`config.mk`:
```
export PLATFORM = sky130hd
export DESIGN_NAME = fluxo_dados
export DESIGN_NICKNAME = d
export VERILOG_FILES = /design/src/rtl/fluxo_dados.sv
export SDC_FILE = /design/constraint.sdc
export NUM_CORES = 1
export LEC_CHECK = 0
export BUFFER_PORTS_ARGS = -buffer_cell sky130_fd_sc_hd__buf_2
export CAP_MARGIN = 20
export CORE_MARGIN = 4
export CORE_UTILIZATION = 51
export DETAILED_ROUTE_END_ITERATION = 10
export PLACE_DENSITY = 0.88
export SLEW_MARGIN = 5
export SYNTH_ARGS = -nofsm -noshare
export SYNTH_HDL_FRONTEND = slang
export SYNTH_SLANG_ARGS = --single-unit
export TNS_END_PERCENT = 5
```
`constraint.sdc`:
```
create_clock -name clock -period 3.6 [get_ports clock]
set_clock_uncertainty 0.15 [all_clocks]
set_input_delay 0.36 -clock clock [delete_from_list [all_inputs] [get_ports clock]]
set_output_delay 0.36 -clock clock [all_outputs]
set_load 0.05 [all_outputs]
```
`src/rtl/fluxo_dados.sv`:
```
// fluxo_dados: datapath for the memory-sequence game. It holds the position
// counter, a 16x4 sequence ROM, the player-move register, the move comparator
// and a synchronised edge detector on the player buttons.
module fluxo_dados (
   input  logic       clock,
   input  logic       reset,
   input  logic       zeraC,
   input  logic       contaC,
   input  logic       zeraR,
   input  logic       registraR,
   input  logic [3:0] botoes,
   output logic       jogada_feita,
   output logic       igual,
   output logic       fim,
   output logic       db_tem_jogada,
   output logic [3:0] db_contagem,
   output logic [3:0] db_jogada,
   output logic [3:0] db_memoria
);

   logic [3:0] sync1_q;
   logic [3:0] botoes_s_q;
   logic       tem_q;
   logic       tem;
   logic [3:0] contagem_q, contagem_d;
   logic [3:0] jogada_q, jogada_d;
   logic [3:0] rom_dado;

   // Two-stage synchroniser for the asynchronous buttons, plus the delayed
   // "any button" flag used by the rising-edge detector.
   always_ff @(posedge clock or posedge reset) begin
      if (reset) begin
         sync1_q    <= '0;
         botoes_s_q <= '0;
         tem_q      <= 1'b0;
      end else begin
         sync1_q    <= botoes;
         botoes_s_q <= sync1_q;
         tem_q      <= tem;
      end
   end

   // Any synchronised button pressed; the pulse marks the released-to-pressed edge.
   always_comb begin
      tem          = |botoes_s_q;
      jogada_feita = tem & ~tem_q;
   end

   // Position counter next state: clear wins over increment; wraps 15 -> 0.
   always_comb begin
      contagem_d = contagem_q;
      if (zeraC)
         contagem_d = '0;
      else if (contaC)
         contagem_d = contagem_q + 4'd1;
   end

   // Move register next state: clear wins over load; multi-hot codes load as-is.
   always_comb begin
      jogada_d = jogada_q;
      if (zeraR)
         jogada_d = '0;
      else if (registraR)
         jogada_d = botoes_s_q;
   end

   // Counter and move register state.
   always_ff @(posedge clock or posedge reset) begin
      if (reset) begin
         contagem_q <= '0;
         jogada_q   <= '0;
      end else begin
         contagem_q <= contagem_d;
         jogada_q   <= jogada_d;
      end
   end

   // Sequence ROM, read combinationally at the current position.
   always_comb begin
      rom_dado = 4'b0001;
      case (contagem_q)
         4'd0:  rom_dado = 4'b0001;
         4'd1:  rom_dado = 4'b0010;
         4'd2:  rom_dado = 4'b0100;
         4'd3:  rom_dado = 4'b1000;
         4'd4:  rom_dado = 4'b0100;
         4'd5:  rom_dado = 4'b0010;
         4'd6:  rom_dado = 4'b0001;
         4'd7:  rom_dado = 4'b0001;
         4'd8:  rom_dado = 4'b0010;
         4'd9:  rom_dado = 4'b0010;
         4'd10: rom_dado = 4'b0100;
         4'd11: rom_dado = 4'b0100;
         4'd12: rom_dado = 4'b1000;
         4'd13: rom_dado = 4'b1000;
         4'd14: rom_dado = 4'b0001;
         4'd15: rom_dado = 4'b0100;
         default: rom_dado = 4'b0001;
      endcase
   end

   // Status flags and debug taps.
   always_comb begin
      igual         = (rom_dado == jogada_q);
      fim           = (contagem_q == 4'd15);
      db_tem_jogada = tem;
      db_contagem   = contagem_q;
      db_jogada     = jogada_q;
      db_memoria    = rom_dado;
   end

endmodule

```
==> run_results.csv <==
group,metric,value,unit
timing,drv_slew,0,
die,dieWidth,47.28,microns
grt,met3_usage,0.02299,
detailed_routing,vias,543,
clocking,tritoncts,"yes",
flow_run,cap_violations,0,
timing,worst_slew_pin_slew,0.6092,ns
die,rows,13,
outcome,violations,"negative hold slack",
finish,nFillCells,118,
power,cellLeakagePower,0.5075,nW
detailed_routing,dr.pass1.iters,4,
detailed_routing,wl_per_cell,13.50,microns
timing,slew_headroom,0.5934,
die,fp.dieArea,0.002235,sq mm
grt,grtUsageTotal,0.1504,
synthesis,synth_cell_types,22,
clocking,clkSinkCount,17,
worst_setup_path,worstSetupEndpointType,"output port",
clocking,numCtsBuffers,3,
clocking,hold_buffers,0,
timing,fmax,366.2,MHz
grt,grt_pass1_vias,557,
grt,antenna_found_initial,0,
worst_setup_path,start_kind,"flip-flop",
synthesis,synth.avg_cell_area,12.30,sq um
detailed_routing,final_antenna_net_count,0,
power,peakVddDrop,0.2715,mV
worst_setup_path,worstPathRequired,3.09,ns
worst_setup_path,cp.arrival,2.22,ns
synthesis,ys_ff_latch,17,
grt,grtUsageMet1,0.1860,
synthesis,postSynthNetCount,80,
synthesis,yosysWarnings,0,
clocking,cts.path.max_buffers,2,
clocking,clock_latency,0.28,ns
worst_setup_path,reg2reg_depth,3,
grt,grt_pass1_wl,2.415,mm
worst_setup_path,crit_type,"flip-flop to output port",
die,die_h,47.28,microns
finish,drive_gt1_frac,0.3667,
grt,grtUsageMet2,0.2647,
grt,grt.busiest_layer,"met2",
grt,grt_max_degree,18,
finish,final_nets,107,
finish,diodes,0,
timing,rsz0062_at_grt,"no",
timing,setup_violations,0,
clocking,post_cts_resize_count,0,
placed_design,hpwl,1.141,mm
min_path,hold_path.class,"input port to async pin",
timing,setup_tns,0,ns
synthesis,seq_area_frac_synth,0.5405,
timing,period_share,0.7586,
worst_setup_path,worstPathCellList,"inv_1 -> ha_1 -> mux4_2 -> xor2_1 -> nor4_4 -> buf_2",
detailed_routing,detail_route.vias_per_cell,5.171,
clocking,clk_pin_slew,0.10,ns
detailed_routing,drtIter0Drc,11,
detailed_routing,drc_errors,0,
die,coreArea,0.001383,sq mm
placed_design,portBuffers,25,
grt,grt-ovfl-total,0,
synthesis,synthCells,64,
detailed_routing,wirelength,1.417,mm
clocking,root_buffer,"clkbuf_4",
die,initial_core_util,0.5692,
timing,period_minus_slack,2.731,ns
synthesis,synth_area,787.0,sq um
die,ios,26,
finish,area_growth,20.35,%
timing,hold_viol,17,
clocking,post-cts-setup-buffers,0,
power,power.density,447.5,mW/mm^2
timing,whs,-0.01992,ns
placed_design,gp_congestion,0.7476,
outcome,status,"complete, but fails checks",
worst_setup_path,critPathMaxFanout,10,
worst_setup_path,cpMaxStageDelayCell,"dfrtp_1",
clocking,ctsHtreeMaxLevel,1,
worst_setup_path,slowest_delay,0.52,ns
-- where the power goes --
group | switching [W] | total [W] | internal [W]
Combinational | 0.0000815 | 0.000115 | 0.0000335
Sequential | 0.0000111 | 0.000212 | 0.000201
Clock | 0.0000556 | 0.0000968 | 0.0000412
-- layer usage --
layer / vias up / part of all wire
met5: - / 0
met3: 4 / 0.053
met4: 0 / 0.016
met2: 20 / 0.51
li1: 261 / -
met1: 258 / 0.42
-- final timing paths --
| path | start | end | slack, ns |
|---|---|---|---|
| setup / recovery | db_contagem[1] | igual | 0.87 |
| hold / removal | reset | db_contagem[1] | -0.02 |
| setup reg to reg | db_contagem[1] | db_contagem[2] | 2.13 |
| hold reg to reg | sync1_q[0] | botoes_s_q[0] | 0.20 |
| max in group asynchronous | reset | db_jogada[1] | 2.92 |
| min in group clock | botoes[0] | sync1_q[0] | 0.03 |
-- worst max-delay path, delay by kind of cell, from the launching register on --
family | cells | cell delay (ns)
xor+xnor | 1 | 0.18
simple gates | 1 | 0.12
fa+ha+maj | 1 | 0.20
buf+inv | 2 | 0.43
mux | 1 | 0.48
flops | 1 | 0.52
-- per-stage QoR --
step / setup slack, ns / cell area (sq um) / util / std cells / power, W
final: 0.8690 / 947.2 / 0.6851 / 105 / 0.0004238
after global routing: 0.7407 / 947.2 / 0.6851 / 105 / 0.0004440
after CTS: 0.8642 / 947.2 / 0.6851 / 105 / 0.0004285
after detailed placement: 1.190 / 919.6 / 0.6652 / 101 / 0.0003323
after global placement: 1.271 / 919.6 / 0.6652 / 101 / 0.0003278
after floorplan: 0.1564 / 795.8 / - / 64 / 0.0003045
-- placed cells by master, fill, tap and decap left out, types with 3 or more instances in the layout --
master	instances
buf_2	25
clkbuf_4	3
dfrtp_1	17
ha_1	6
inv_1	5
mux2i_1	6
nor2_1	9
xor2_1	5
-- cell families (layout without fill, tap and decap cells) --
kind of cell,Yosys count,count (layout),synth area share
adder cells (fa/ha/maj),6,6,0.09539
XOR/XNOR,6,6,0.06677
multiplexers,8,8,0.1192
AND/OR/NAND/NOR,16,16,0.1049
buffers and inverters,8,34,0.04928
AO/OA/AOI/OAI,3,3,0.02385
flip-flops,17,17,0.5405
-- synthesized netlist by cell type --
cell type | n | area share
ha_1 | 6 | 0.095
xor2_1 | 5 | 0.056
mux2_2 | 1 | 0.014
nand3_1 | 1 | 0.0064
nor2_1 | 9 | 0.043
nand2_1 | 1 | 0.0048
inv_1 | 5 | 0.024
or4_1 | 1 | 0.0095
nor2b_1 | 1 | 0.0080
a211oi_1 | 1 | 0.0095
xnor2_1 | 1 | 0.011
o22ai_1 | 1 | 0.0080
mux4_2 | 1 | 0.029
nor4_2 | 1 | 0.016
nand4_1 | 1 | 0.0080
buf_2 | 1 | 0.0064
dfrtp_1 | 17 | 0.54
and3_2 | 1 | 0.0095
o21ai_0 | 1 | 0.0064
mux2i_1 | 6 | 0.076
clkbuf_1 | 1 | 0.0048
buf_6 | 1 | 0.014
-- state kept, by name, indices dropped and copies added (netlist names) --
name         flops
db_contagem      4
botoes_s_q       4
sync1_q          4
tem_q            1
db_jogada        4
-- layout make-up --
cell class	count	area [sq um]	area share
sequential	17	425.4	0.4491
clock inverter	1	5.005	0.005284
multi-input combinational	39	331.6	0.3501
clock buffer	3	22.52	0.02378
inverter	5	18.77	0.01982
tap	15	18.77	0.01982
timing repair buffer	25	125.1	0.1321
Power figures use the tool's default switching activity.
